**config.mk**
```make
export PLATFORM = sky130hd
export DESIGN_NAME = eth_frame_writer
export DESIGN_NICKNAME = d
export VERILOG_FILES = /design/src/rtl/eth_frame_writer_pkg.sv /design/src/rtl/eth_skid_buf.sv /design/src/rtl/eth_frame_writer.sv
export SDC_FILE = /design/constraint.sdc
export NUM_CORES = 1
export LEC_CHECK = 0
export BUFFER_PORTS_ARGS = -buffer_cell sky130_fd_sc_hd__clkbuf_2
export CORE_ASPECT_RATIO = 0.7
export CORE_MARGIN = 2
export CORE_UTILIZATION = 35
export DETAILED_ROUTE_END_ITERATION = 12
export GPL_TIMING_DRIVEN = 0
export REMOVE_ABC_BUFFERS = 1
export SLEW_MARGIN = 20
export SYNTH_ARGS = -nofsm -noshare
export SYNTH_HDL_FRONTEND = slang
export SYNTH_SLANG_ARGS = --single-unit
```
**constraint.sdc**
```tcl
create_clock -name clk -period 8.15 [get_ports clk]
set_input_delay 0.815 -clock clk [delete_from_list [all_inputs] [get_ports clk]]
set_output_delay 0.815 -clock clk [all_outputs]
set_load 0.01 [all_outputs]
```
**src/rtl/eth_frame_writer_pkg.sv**
```systemverilog
// Shared types and Ethernet header widths for the frame writer.
package eth_frame_writer_pkg;

    localparam int unsigned MAC_W  = 48;
    localparam int unsigned TYPE_W = 16;

    typedef enum logic [1:0] {
        StIdle,
        StHdr,
        StData,
        StDone
    } state_e;

endpackage

```
**src/rtl/eth_skid_buf.sv**
```systemverilog
// Two-entry FIFO of payload beats that absorbs the one-cycle source read latency.
module eth_skid_buf #(
    parameter int unsigned Width = 10
) (
    input  logic             clk,
    input  logic             rst,
    input  logic             push_i,
    input  logic [Width-1:0] push_data_i,
    input  logic             pop_i,
    output logic             valid_o,
    output logic [Width-1:0] data_o,
    output logic [1:0]       count_o
);

    logic [Width-1:0] mem0_q, mem0_d, mem1_q, mem1_d;
    logic             wr_ptr_q, wr_ptr_d, rd_ptr_q, rd_ptr_d;
    logic [1:0]       count_q, count_d;

    always_comb begin
        mem0_d   = mem0_q;
        mem1_d   = mem1_q;
        wr_ptr_d = wr_ptr_q;
        rd_ptr_d = rd_ptr_q;
        if (push_i) begin
            if (wr_ptr_q) mem1_d = push_data_i;
            else          mem0_d = push_data_i;
            wr_ptr_d = ~wr_ptr_q;
        end
        if (pop_i) rd_ptr_d = ~rd_ptr_q;
        count_d = count_q + {1'b0, push_i} - {1'b0, pop_i};
    end

    always_ff @(posedge clk) begin
        if (rst) begin
            mem0_q   <= '0;
            mem1_q   <= '0;
            wr_ptr_q <= 1'b0;
            rd_ptr_q <= 1'b0;
            count_q  <= '0;
        end else begin
            mem0_q   <= mem0_d;
            mem1_q   <= mem1_d;
            wr_ptr_q <= wr_ptr_d;
            rd_ptr_q <= rd_ptr_d;
            count_q  <= count_d;
        end
    end

    assign valid_o = (count_q != 2'd0);
    assign data_o  = rd_ptr_q ? mem1_q : mem0_q;
    assign count_o = count_q;

endmodule

```
**src/rtl/eth_frame_writer.sv**
```systemverilog
// Emits an Ethernet header followed by a payload streamed from a 1-cycle-latency memory.
module eth_frame_writer
    import eth_frame_writer_pkg::*;
#(
    parameter int unsigned DATA_W = 8,
    parameter int unsigned ADDR_W = 8,
    parameter int unsigned LEN_W  = 16
) (
    input  logic                  clk,
    input  logic                  rst,
    input  logic                  start_i,
    input  logic [LEN_W-1:0]      len_i,
    input  logic [ADDR_W-1:0]     base_addr_i,
    input  logic [MAC_W-1:0]      dest_mac_i,
    input  logic [MAC_W-1:0]      src_mac_i,
    input  logic [TYPE_W-1:0]     eth_type_i,
    output logic                  busy_o,
    output logic                  done_o,
    output logic [ADDR_W-1:0]     mem_raddr_o,
    output logic                  mem_ren_o,
    input  logic [DATA_W-1:0]     mem_rdata_i,
    output logic                  hdr_valid_o,
    input  logic                  hdr_ready_i,
    output logic [MAC_W-1:0]      hdr_dest_mac_o,
    output logic [MAC_W-1:0]      hdr_src_mac_o,
    output logic [TYPE_W-1:0]     hdr_type_o,
    output logic [DATA_W-1:0]     tdata_o,
    output logic [DATA_W/8-1:0]   tkeep_o,
    output logic                  tlast_o,
    output logic                  tuser_o,
    output logic                  tvalid_o,
    input  logic                  tready_i
);

    localparam int unsigned KEEP_W = DATA_W / 8;
    localparam int unsigned BUF_W  = DATA_W + KEEP_W + 1;

    state_e              state_q, state_d;
    logic [LEN_W-1:0]    rd_left_q, rd_left_d;
    logic [ADDR_W-1:0]   raddr_q, raddr_d;
    logic [KEEP_W-1:0]   last_keep_q, last_keep_d;
    logic [MAC_W-1:0]    dest_q, dest_d, src_q, src_d;
    logic [TYPE_W-1:0]   type_q, type_d;
    logic                ren_q, pend_last_q;
    logic [KEEP_W-1:0]   pend_keep_q;

    logic [LEN_W-1:0]    rem, beats_calc;
    logic [KEEP_W-1:0]   keep_calc, issue_keep;
    logic                in_frame, tvalid, pop, issue, issue_last;
    logic [2:0]          level;
    logic                buf_valid, buf_last;
    logic [1:0]          buf_count;
    logic [BUF_W-1:0]    buf_data;

    eth_skid_buf #(
        .Width(BUF_W)
    ) u_skid (
        .clk         (clk),
        .rst         (rst),
        .push_i      (ren_q),
        .push_data_i ({mem_rdata_i, pend_keep_q, pend_last_q}),
        .pop_i       (pop),
        .valid_o     (buf_valid),
        .data_o      (buf_data),
        .count_o     (buf_count)
    );

    assign in_frame = (state_q == StHdr) || (state_q == StData);
    assign tvalid   = buf_valid && (state_q == StData);
    assign pop      = tvalid && tready_i;
    // Entries held after this cycle, counting the read already in flight; a new read
    // is only issued if its data is certain to find a free slot next cycle.
    assign level      = {1'b0, buf_count} + {2'b0, ren_q} - {2'b0, pop};
    assign issue      = in_frame && (rd_left_q != '0) && (level < 3'd2);
    assign issue_last = (rd_left_q == LEN_W'(1));
    assign issue_keep = issue_last ? last_keep_q : '1;

    always_comb begin
        state_d     = state_q;
        rd_left_d   = rd_left_q;
        raddr_d     = raddr_q;
        last_keep_d = last_keep_q;
        dest_d      = dest_q;
        src_d       = src_q;
        type_d      = type_q;

        rem        = len_i % LEN_W'(KEEP_W);
        beats_calc = LEN_W'(len_i / LEN_W'(KEEP_W)) + LEN_W'(rem != '0);
        keep_calc  = '0;
        for (int i = 0; i < KEEP_W; i++) begin
            keep_calc[i] = (rem == '0) || (LEN_W'(i) < rem);
        end

        if (issue) begin
            rd_left_d = rd_left_q - LEN_W'(1);
            raddr_d   = raddr_q + ADDR_W'(1);
        end

        unique case (state_q)
            StIdle: begin
                if (start_i && (len_i != '0)) begin
                    state_d     = StHdr;
                    rd_left_d   = beats_calc;
                    raddr_d     = base_addr_i;
                    last_keep_d = keep_calc;
                    dest_d      = dest_mac_i;
                    src_d       = src_mac_i;
                    type_d      = eth_type_i;
                end
            end
            StHdr:   if (hdr_ready_i) state_d = StData;
            StData:  if (pop && buf_last) state_d = StDone;
            StDone:  state_d = StIdle;
            default: state_d = StIdle;
        endcase
    end

    always_ff @(posedge clk) begin
        if (rst) begin
            state_q     <= StIdle;
            rd_left_q   <= '0;
            raddr_q     <= '0;
            last_keep_q <= '0;
            dest_q      <= '0;
            src_q       <= '0;
            type_q      <= '0;
            ren_q       <= 1'b0;
            pend_keep_q <= '0;
            pend_last_q <= 1'b0;
        end else begin
            state_q     <= state_d;
            rd_left_q   <= rd_left_d;
            raddr_q     <= raddr_d;
            last_keep_q <= last_keep_d;
            dest_q      <= dest_d;
            src_q       <= src_d;
            type_q      <= type_d;
            ren_q       <= issue;
            pend_keep_q <= issue_keep;
            pend_last_q <= issue_last;
        end
    end

    assign {tdata_o, tkeep_o, buf_last} = buf_data;

    assign busy_o         = in_frame;
    assign done_o         = (state_q == StDone);
    assign mem_raddr_o    = raddr_q;
    assign mem_ren_o      = issue;
    assign hdr_valid_o    = (state_q == StHdr);
    assign hdr_dest_mac_o = dest_q;
    assign hdr_src_mac_o  = src_q;
    assign hdr_type_o     = type_q;
    assign tlast_o        = tvalid && buf_last;
    assign tuser_o        = 1'b0;
    assign tvalid_o       = tvalid;

endmodule

```
* After elaboration in Yosys (flattened, before gate mapping)
Index checks and enable logic that the tools add are counted.
W data, S select, Z words.
** Operators by class
- Equality and inequality tests :: 7
- Magnitude comparators :: 1
- Reduce and logical (&&, ||, !) cells :: 16
- Add/subtract/negate cells :: 6
- Bitwise logic cells :: 2
- Mux-type cells :: 12
** Operators by type and width (number)
- $mux W16 :: 3
- $reduce_bool A16 Y1 :: 2
- $mux W8 :: 3
- $eq A16 B1 Y1 const B :: 1
- $sub A16 B1 Y16 const B :: 1
- $mux W10 :: 1
- $add A8 B1 Y8 const B :: 1
- $pmux W2 S4 :: 1
- $logic_and A1 B1 Y1 :: 7
- $mux W2 :: 3
- $reduce_and A2 Y1 :: 3
- $eq A2 B2 Y1 const B :: 2
- $ne A2 B1 Y1 const B :: 2
- $add A2 B1 Y3 :: 1
- $lt A3 B2 Y1 const B :: 1
- $reduce_and A3 Y1 :: 1
- $sub A3 B1 Y3 :: 1
- $add A2 B1 Y2 :: 1
- $eq A2 B1 Y1 const B :: 1
- $logic_not A2 Y1 :: 1
- $ne A2 B2 Y1 const B :: 1
- $not A1 Y1 :: 2
- $reduce_bool A2 Y1 :: 1
- $sub A2 B1 Y2 :: 1
- other kinds (2) :: 2
** Word-level totals
- Word-level logic and storage cells :: 59
- Output and inout port bits :: 136
- Input port bits :: 149
- Register bits :: 166

* Depth between registers and ports, before layout
Gate-level depths: netlist of the first run.
- Depth in word-level cells :: 9
- Gate-level depth with buffers :: 15
- Gate-level depth less buffers :: 14

* By module
Synthesis of the first run repeated with hierarchy kept, for this count alone.
** Unflattened totals
- Cell total of the unflattened synthesis :: 830
- Area total of the unflattened synthesis :: 6721.4 um^2
** Modules (own cells, without submodules)
- eth_frame_writer :: cells each 713, area an instance 5729.2 um^2, instances 1, sequential area each 2842.7 um^2
- eth_skid_buf :: cells each 117, area an instance 992.2 um^2, instances 1, sequential area each 480.5 um^2

* Worst setup path before layout of the first run
OpenSTA, ideal clock, no wires.
- Path kind :: input to output
- From :: input port tready_i
- To :: output port mem_ren_o
- Data arrival time :: 2.716 ns
- Path buffers :: 1
- Required time :: 7.335 ns
- Cell stages on the path :: 11
- Setup slack :: 4.619 ns
- Path through :: o211ai_1 inv_1 ha_1 inv_1 ha_1 fa_1 nor2b_1 nand2_1 a21o_1 buf_4 inv_1
** On the way
- Word-level cells in the longest chain between the ends :: 4
** RTL lines
- start, declared :: line eth_frame_writer.sv:32 : input logic tready_i
- $logic_and A1 B1 Y1 :: line eth_frame_writer.sv:70 : assign pop = tvalid && tready_i;
- net pop :: line eth_frame_writer.sv:49 : logic in_frame, tvalid, pop, issue, issue_last;
- $sub A3 B1 Y3 :: line eth_frame_writer.sv:73 : assign level = {1'b0, buf_count} + {2'b0, ren_q} - {2'b0, pop};
- net level[1] :: line eth_frame_writer.sv:50 : logic [2:0] level;
- $lt A3 B2 Y1 :: line eth_frame_writer.sv:74 : assign issue = in_frame && (rd_left_q != '0) && (level < 3'd2);
- $logic_and A1 B1 Y1 :: line eth_frame_writer.sv:74
- end, declared :: line eth_frame_writer.sv:20 : output logic mem_ren_o,
The timed path passes the listed nets, and every way through them passes these cells.

* Worst setup path in the final report of the first run
- From :: register state_q[0]
- To :: output port mem_ren_o
** On the way
- Word-level cells in the longest chain between the ends :: 6
- Elaborated cells between the ends (all ways) :: 9
- Classes of those cells :: add/sub (1); order compare (1); eq/ne (2); reduce/logical (5)
** RTL lines
- start, declared :: line eth_frame_writer.sv:38 : state_e state_q, state_d;
- start signal, assigned :: line eth_frame_writer.sv:120 : state_q <= StIdle;
- start signal, assigned :: line eth_frame_writer.sv:131 : state_q <= state_d;
- $eq A2 B2 Y1 :: line eth_frame_writer.sv:69 : assign tvalid = buf_valid && (state_q == StData);
- $logic_and A1 B1 Y1 :: line eth_frame_writer.sv:69
- $logic_and A1 B1 Y1 :: line eth_frame_writer.sv:70
- net pop :: line eth_frame_writer.sv:49
- $sub A3 B1 Y3 :: line eth_frame_writer.sv:73
- net level[1] :: line eth_frame_writer.sv:50
- $lt A3 B2 Y1 :: line eth_frame_writer.sv:74
- $logic_and A1 B1 Y1 :: line eth_frame_writer.sv:74
The timed path passes the listed nets, and every way through them passes these cells.

==> impl_metrics.json, run 1 <==
{
  "layout_min_cycle_time_ns": 4.27,
  "multi_input_area_sq_um": 2920,
  "p_leak_nw": 3.82,
  "top_layer": "met4",
  "grt-ovfl-total": 0,
  "grt_max_degree": 96,
  "clkPwrFrac": 0.264,
  "final.period_utilization": 0.524,
  "power_frac_comb": 0.353,
  "root_buffer": "clkbuf_16",
  "hold_buffers": 0,
  "synth.cell_area_sq_um": 6510,
  "slew_headroom": 0.402,
  "wl_per_cell_um": 14.4,
  "row_count": 41,
  "cp_max_fo": 12,
  "antenna_found_initial": 1,
  "slowest_delay_ns": 0.46,
  "clk_latency_ns": 0.42,
  "setup-violations-final": 0,
  "tns_ns": 0,
  "cp.required_ns": 7.34,
  "io_pins": 285,
  "hold_path_class": "reg -> reg",
  "dp_hpwl_um": 13200,
  "postCtsResizedCells": 0,
  "first_pass_iters": 4,
  "p_switching_mw": 1.11,
  "ys.flop_type": "dfxtp_1",
  "tritoncts.num_buffers": 17,
  "cpMostUsedCell": "inv_1",
  "ir_drop_mv": 0.119,
  "power_density_nw_per_um2": 335,
  "criticalPathCategory": "reg -> out",
  "routed-wl-met2_um": 8630,
  "crit_path_cell_trace": "inv_1, ha_1, o211ai_1, inv_1, ha_1, inv_1, ha_1, fa_1, nor2b_1, nand2_1, a21o_1, inv_1, clkbuf_2",
  "crit_path_top_delay_cell": "fa_1",
  "die_area_sq_um": 19700,
  "crit_arrival_ns": 3.45,
  "viasPerCell": 4.79,
  "regArea_sq_um": 3320,
  "outcome": "complete, no violations",
  "area_delta_synth_final_pct": 33.2,
  "final_nets": 1223,
  "initial_core_util": 0.360,
  "drt-met1-wl_um": 8590,
  "cts_buffer_depth": 2,
  "maxCapViolations": 0,
  "worstMarginPinSlew_ns": 0.889,
  "cts_sinks": 166,
  "p_int_mw": 1.80,
  "ys_ff_latch": 166,
  "yosysSeqAreaShare": 0.510,
  "die_h_um": 118,
  "fill_cells": 1870,
  "drive_above_1_share": 0.309,
  "rsz0062_at_grt": "false",
  "finalInstanceArea_sq_um": 8670,
  "async_flop_share": 0,
  "post_cts_buffers": 0,
  "final_util": 0.479,
  "seqPwrFrac": 0.383,
  "wl_met3_um": 1500,
  "via_count": 6283,
  "core_sq_um": 18100,
  "cp-start-kind": "flip-flop",
  "drv_slew": 0,
  "drc_errors": 0,
  "track_usage": 0.187,
  "max_freq_ghz": 0.234,
  "grt_pass1_wl_um": 29800,
  "gp_congestion": 0.762,
  "clock_skew_ns": 0.00937,
  "hold_violations": 0,
  "cts_tree": "yes",
  "cp-end-kind": "output port",
  "synth_edf_count": 0,
  "avgSynthCellArea_sq_um": 8.00,
  "clkTransAtPathRegs_ns": 0.07,
  "ant_nets": 0,
  "die_w_um": 167,
  "grt_pass1_vias": 5855,
  "synth_warnings": 0,
  "drtIter0Drc": 356,
  "synthesis.instances": 814,
  "cts_max_level": 4,
  "synth.distinct_cells": 43,
  "port_buffers": 283,
  "place_area_sq_um": 8120,
  "switching_share": 0.382,
  "drt-total-wl_um": 18900
}
synth_stat cells, types with 4 or more instances:
cell type    n  area share
inv_1       14      0.0081
nor3_1       9      0.0069
nor2_1      39       0.022
ha_1         9       0.017
a311oi_1     6      0.0081
a21oi_1    137        0.11
nand2b_1     5      0.0048
nor2b_1      5      0.0048
mux2_2       9       0.016
nand2_1    273        0.16
or3_1        4      0.0038
clkbuf_1    48       0.028
or4_1        5      0.0058
nor4_1       8      0.0077
o31ai_1      4      0.0046
dfxtp_1    166        0.51
a211oi_1    18       0.021
buf_1        4      0.0023
xnor2_1     11       0.015
nand3_1      5      0.0038
layout make-up:
| type | instances | area share |
|---|---|---|
| well taps | 236 | 0.0340 |
| clock buffers | 18 | 0.0495 |
| clock inverters | 13 | 0.0143 |
| repair buffers | 287 | 0.176 |
| inverters | 14 | 0.00606 |
| diodes | 1 | 0.000289 |
| multi-input cells | 578 | 0.337 |
| flip-flops and latches | 166 | 0.383 |
state kept, by name (all words and copies together), names as in the netlist:
register	count
hdr_dest_mac_o	48
hdr_src_mac_o	48
hdr_type_o	16
last_keep_q	1
mem_raddr_o	8
pend_keep_q	1
pend_last_q	1
rd_left_q	16
ren_q	1
state_q	2
u_skid.count_o	2
u_skid.mem0_q	10
u_skid.mem1_q	10
u_skid.rd_ptr_q	1
u_skid.wr_ptr_q	1
worst paths after layout:
| kind | from | to | slack, ns | cells after the start |
|---|---|---|---|---|
| worst max-delay path | state_q[0] | mem_ren_o | 3.88 | 13 |
| worst min-delay path | u_skid.mem1_q[5] | u_skid.mem1_q[5] | 0.45 | 2 |
| worst max register to register | state_q[0] | mem_raddr_o[7] | 4.56 | 13 |
| worst min register to register | u_skid.mem1_q[5] | u_skid.mem1_q[5] | 0.45 | 2 |
through the flow:
stage / setup WS, ns / instances / hold slack, ns / power (mW)
after global routing: 3.63 / 1313 / 0.473 / 3.10
final: 3.88 / 1313 / 0.453 / 2.90
after detailed placement: 4.14 / 1281 / 0.446 / 2.16
after CTS: 3.86 / 1312 / 0.456 / 2.94
after global placement: 1.64 / 1277 / 0.441 / 2.17
after floorplan: 3.95 / 758 / 0.426 / 1.76
power by group through the flow:
stage	registers (mW)	clock network, mW	logic (mW)
2_1_floorplan	1.16	0	0.601
3_3_place_gp	1.12	0	1.04
3_5_place_dp	1.13	0	1.03
4_1_cts	1.11	0.789	1.04
5_1_grt	1.14	0.819	1.15
6_report	1.11	0.767	1.03
metal layers:
layer | GRT usage | vias to the layer above
met1 | 0.240 | 2868
met2 | 0.294 | 187
met3 | 0.0652 | 17
met4 | 0.0620 | 0
li1 | - | 3211
met5 | 0 | -
worst max-delay path, delay by kind of cell, from the launching register on:
kind | cells | cell delay [ns]
fa+ha+maj | 4 | 1.17
buf+inv | 5 | 0.58
compound gates | 2 | 0.46
simple gates | 2 | 0.44
flops | 1 | 0.38
layout by cell type (no fill, tap or decap), drive strengths merged, types with 3 or more instances in the layout:
cell	Yosys	final
or4	5	5
ha	9	9
nand2b	5	5
nor4	9	9
nand4	3	3
nor2b	5	5
nand3	5	5
nor2	39	39
clkinvlp	0	3
dfxtp	166	166
clkinv	0	5
clkbuf	49	301
inv	14	18
a21oi	137	137
buf	7	4
nand2	273	273
xnor2	11	11
o21ai	4	4
a311oi	7	7
mux2i	3	3
mux2	9	9
or3	5	5
nor3	9	9
a211oi	18	18
o31ai	4	4
cell families (layout without fill, tap and decap cells):
family / Yosys count / count (layout) / synth area share
other: 1 / 2 / 0.000576
DFF: 166 / 166 / 0.510
xor gates and xnor gates: 13 / 13 / 0.0175
buffers and inverters: 70 / 332 / 0.0428
and+or+nand+nor: 362 / 362 / 0.232
adders and majority gates: 10 / 10 / 0.0204
muxes: 12 / 12 / 0.0202
AOI/OAI and AO/OA: 180 / 180 / 0.156
Power figures use the tool's default switching activity.
==> run 2: changes to the inputs <==
==> constraint.sdc (replaced) <==
create_clock -name clk -period 3.7 [get_ports clk]
set_input_delay 0.37 -clock clk [delete_from_list [all_inputs] [get_ports clk]]
set_output_delay 0.37 -clock clk [all_outputs]
set_load 0.01 [all_outputs]
==> impl_metrics.json, run 2 (same netlist as run 1, synthesis figures left out) <==
{
  "io_pins": 285,
  "slew_headroom": 0.373,
  "grt_max_degree": 96,
  "die_h_um": 118,
  "final_cell_mix": "282 x clkbuf_2, 272 x nand2_1, 166 x dfxtp_1",
  "setup-violations-final": 0,
  "tns_ns": 0,
  "cts_buffer_depth": 2,
  "drive_above_1_share": 0.315,
  "dp_hpwl_um": 13200,
  "crit_path_top_delay_cell": "fa_1",
  "cp-start-kind": "flip-flop",
  "track_usage": 0.187,
  "die_area_sq_um": 19700,
  "grt_pass1_vias": 5862,
  "layout_min_cycle_time_ns": 3.51,
  "grt_pass1_wl_um": 29800,
  "first_pass_iters": 4,
  "gp_congestion": 0.762,
  "cts_max_level": 4,
  "drv_slew": 0,
  "viasPerCell": 4.77,
  "max_freq_ghz": 0.285,
  "root_buffer": "clkbuf_16",
  "hold_depth": 3,
  "drtIter0Drc": 360,
  "clk_latency_ns": 0.42,
  "cp-end-kind": "output port",
  "cp.required_ns": 3.33,
  "cts_sinks": 166,
  "crit_path_cell_trace": "inv_1, ha_1, o211ai_1, inv_1, ha_1, inv_1, ha_1, fa_1, xor2_2, nand2_1, a21o_4, inv_2, clkbuf_2",
  "row_count": 41,
  "clock_skew_ns": 0.00948,
  "hold_violations": 0,
  "area_delta_synth_final_pct": 33.8,
  "worst_hold_startpoint": "src_mac_i[45]",
  "outcome": "complete, no violations",
  "tritoncts.num_buffers": 17,
  "die_w_um": 167,
  "holdPathEnd": "hdr_src_mac_o[45]",
  "final_nets": 1226,
  "worstMarginPinSlew_ns": 0.933,
  "cts_tree": "yes",
  "holdWs_ns": 0.163,
  "final.period_utilization": 0.948,
  "drt-total-wl_um": 19000,
  "r2r_slack_ns": 0.28,
  "final_common_cell": "clkbuf_2",
  "criticalPathCategory": "reg -> out",
  "crit_family": "adder cells",
  "maxCapViolations": 0,
  "ir_drop_mv": 0.269,
  "clkTransAtPathRegs_ns": 0.07,
  "power_density_nw_per_um2": 740,
  "slowest_delay_ns": 0.41,
  "crit_arrival_ns": 3.14,
  "port_buffers": 283,
  "critPathBufInv": 5,
  "hold_path_class": "in -> reg",
  "antenna_found_initial": 1,
  "r2r_cells": 13,
  "r2r-end": "rd_left_q[8]",
  "cp_max_fo": 12,
  "wl_per_cell_um": 14.4,
  "ant_nets": 0,
  "p_leak_nw": 3.83,
  "core_sq_um": 18100,
  "initial_core_util": 0.360,
  "grt-ovfl-total": 0,
  "drc_errors": 0,
  "r2r-start": "state_q[0]",
  "final_util": 0.481,
  "via_count": 6278
}
run 2: cell type report:
cell class | count | area, sq um
flip-flops and latches | 166 | 3320
clock inverters | 13 | 124
inverters | 14 | 52.6
clock buffers | 18 | 429
well taps | 236 | 295
diodes | 1 | 2.50
repair buffers | 290 | 1550
multi-input cells | 578 | 2940
fillers | 1866 | 9400
run 2: how the worst max path moves through the flow:
stage	from	end	slack [ns]	cells past startpoint
3_5_place_dp	state_q[0]	mem_raddr_o[5]	0.18	13
2_1_floorplan	len_i[3]	rd_left_q[8]	-0.05	4
3_3_place_gp	len_i[11]	rd_left_q[0]	-2.36	6
4_1_cts	state_q[0]	mem_ren_o	0.006	13
5_1_grt	state_q[0]	mem_ren_o	-0.02	13
6_report	state_q[0]	mem_ren_o	0.19	13
run 2: stage by stage:
stage | power [mW] | std cells | area [sq um] | setup WS (ns)
finish | 6.45 | 1316 | 8710 | 0.194
global route | 6.89 | 1316 | 8710 | -0.0157
CTS | 6.48 | 1312 | 8680 | 0.00591
detailed placement | 4.76 | 1281 | 8120 | 0.179
global placement | 4.76 | 1277 | 8000 | -2.36
floorplan | 3.88 | 758 | 6280 | -0.0526
run 2: where the power goes:
part / internal, mW / total (mW) / leakage (nW) / switching [mW]
Sequential: 2.18 / 2.45 / 1.36 / 0.270
Clock: 0.932 / 1.69 / 0.264 / 0.757
Combinational: 0.877 / 2.31 / 2.21 / 1.43
run 2: worst min-delay path, delay by kind of cell:
kind | cells | cell delay, ns
AND/OR/NAND/NOR | 1 | 0.04
AO/OA/AOI/OAI | 1 | 0.05
buffers and inverters | 1 | 0.08
run 2: layer usage:
metal	share of wire	track usage	vias up
met5	0	0	-
met4	0.0090	0.0620	0
met3	0.077	0.0652	13
met2	0.46	0.295	183
met1	0.45	0.240	2872
li1	-	-	3210
run 2: timing repair:
| action | 4_1_cts | 5_1_grt |
|---|---|---|
| hold buffers | 0 | 0 |
| buffers inserted | 0 | 3 |
| gates resized for setup | 3 | 2 |
| pin swaps | 0 | 1 |
| setup endpoints to repair | 1 | 3 |
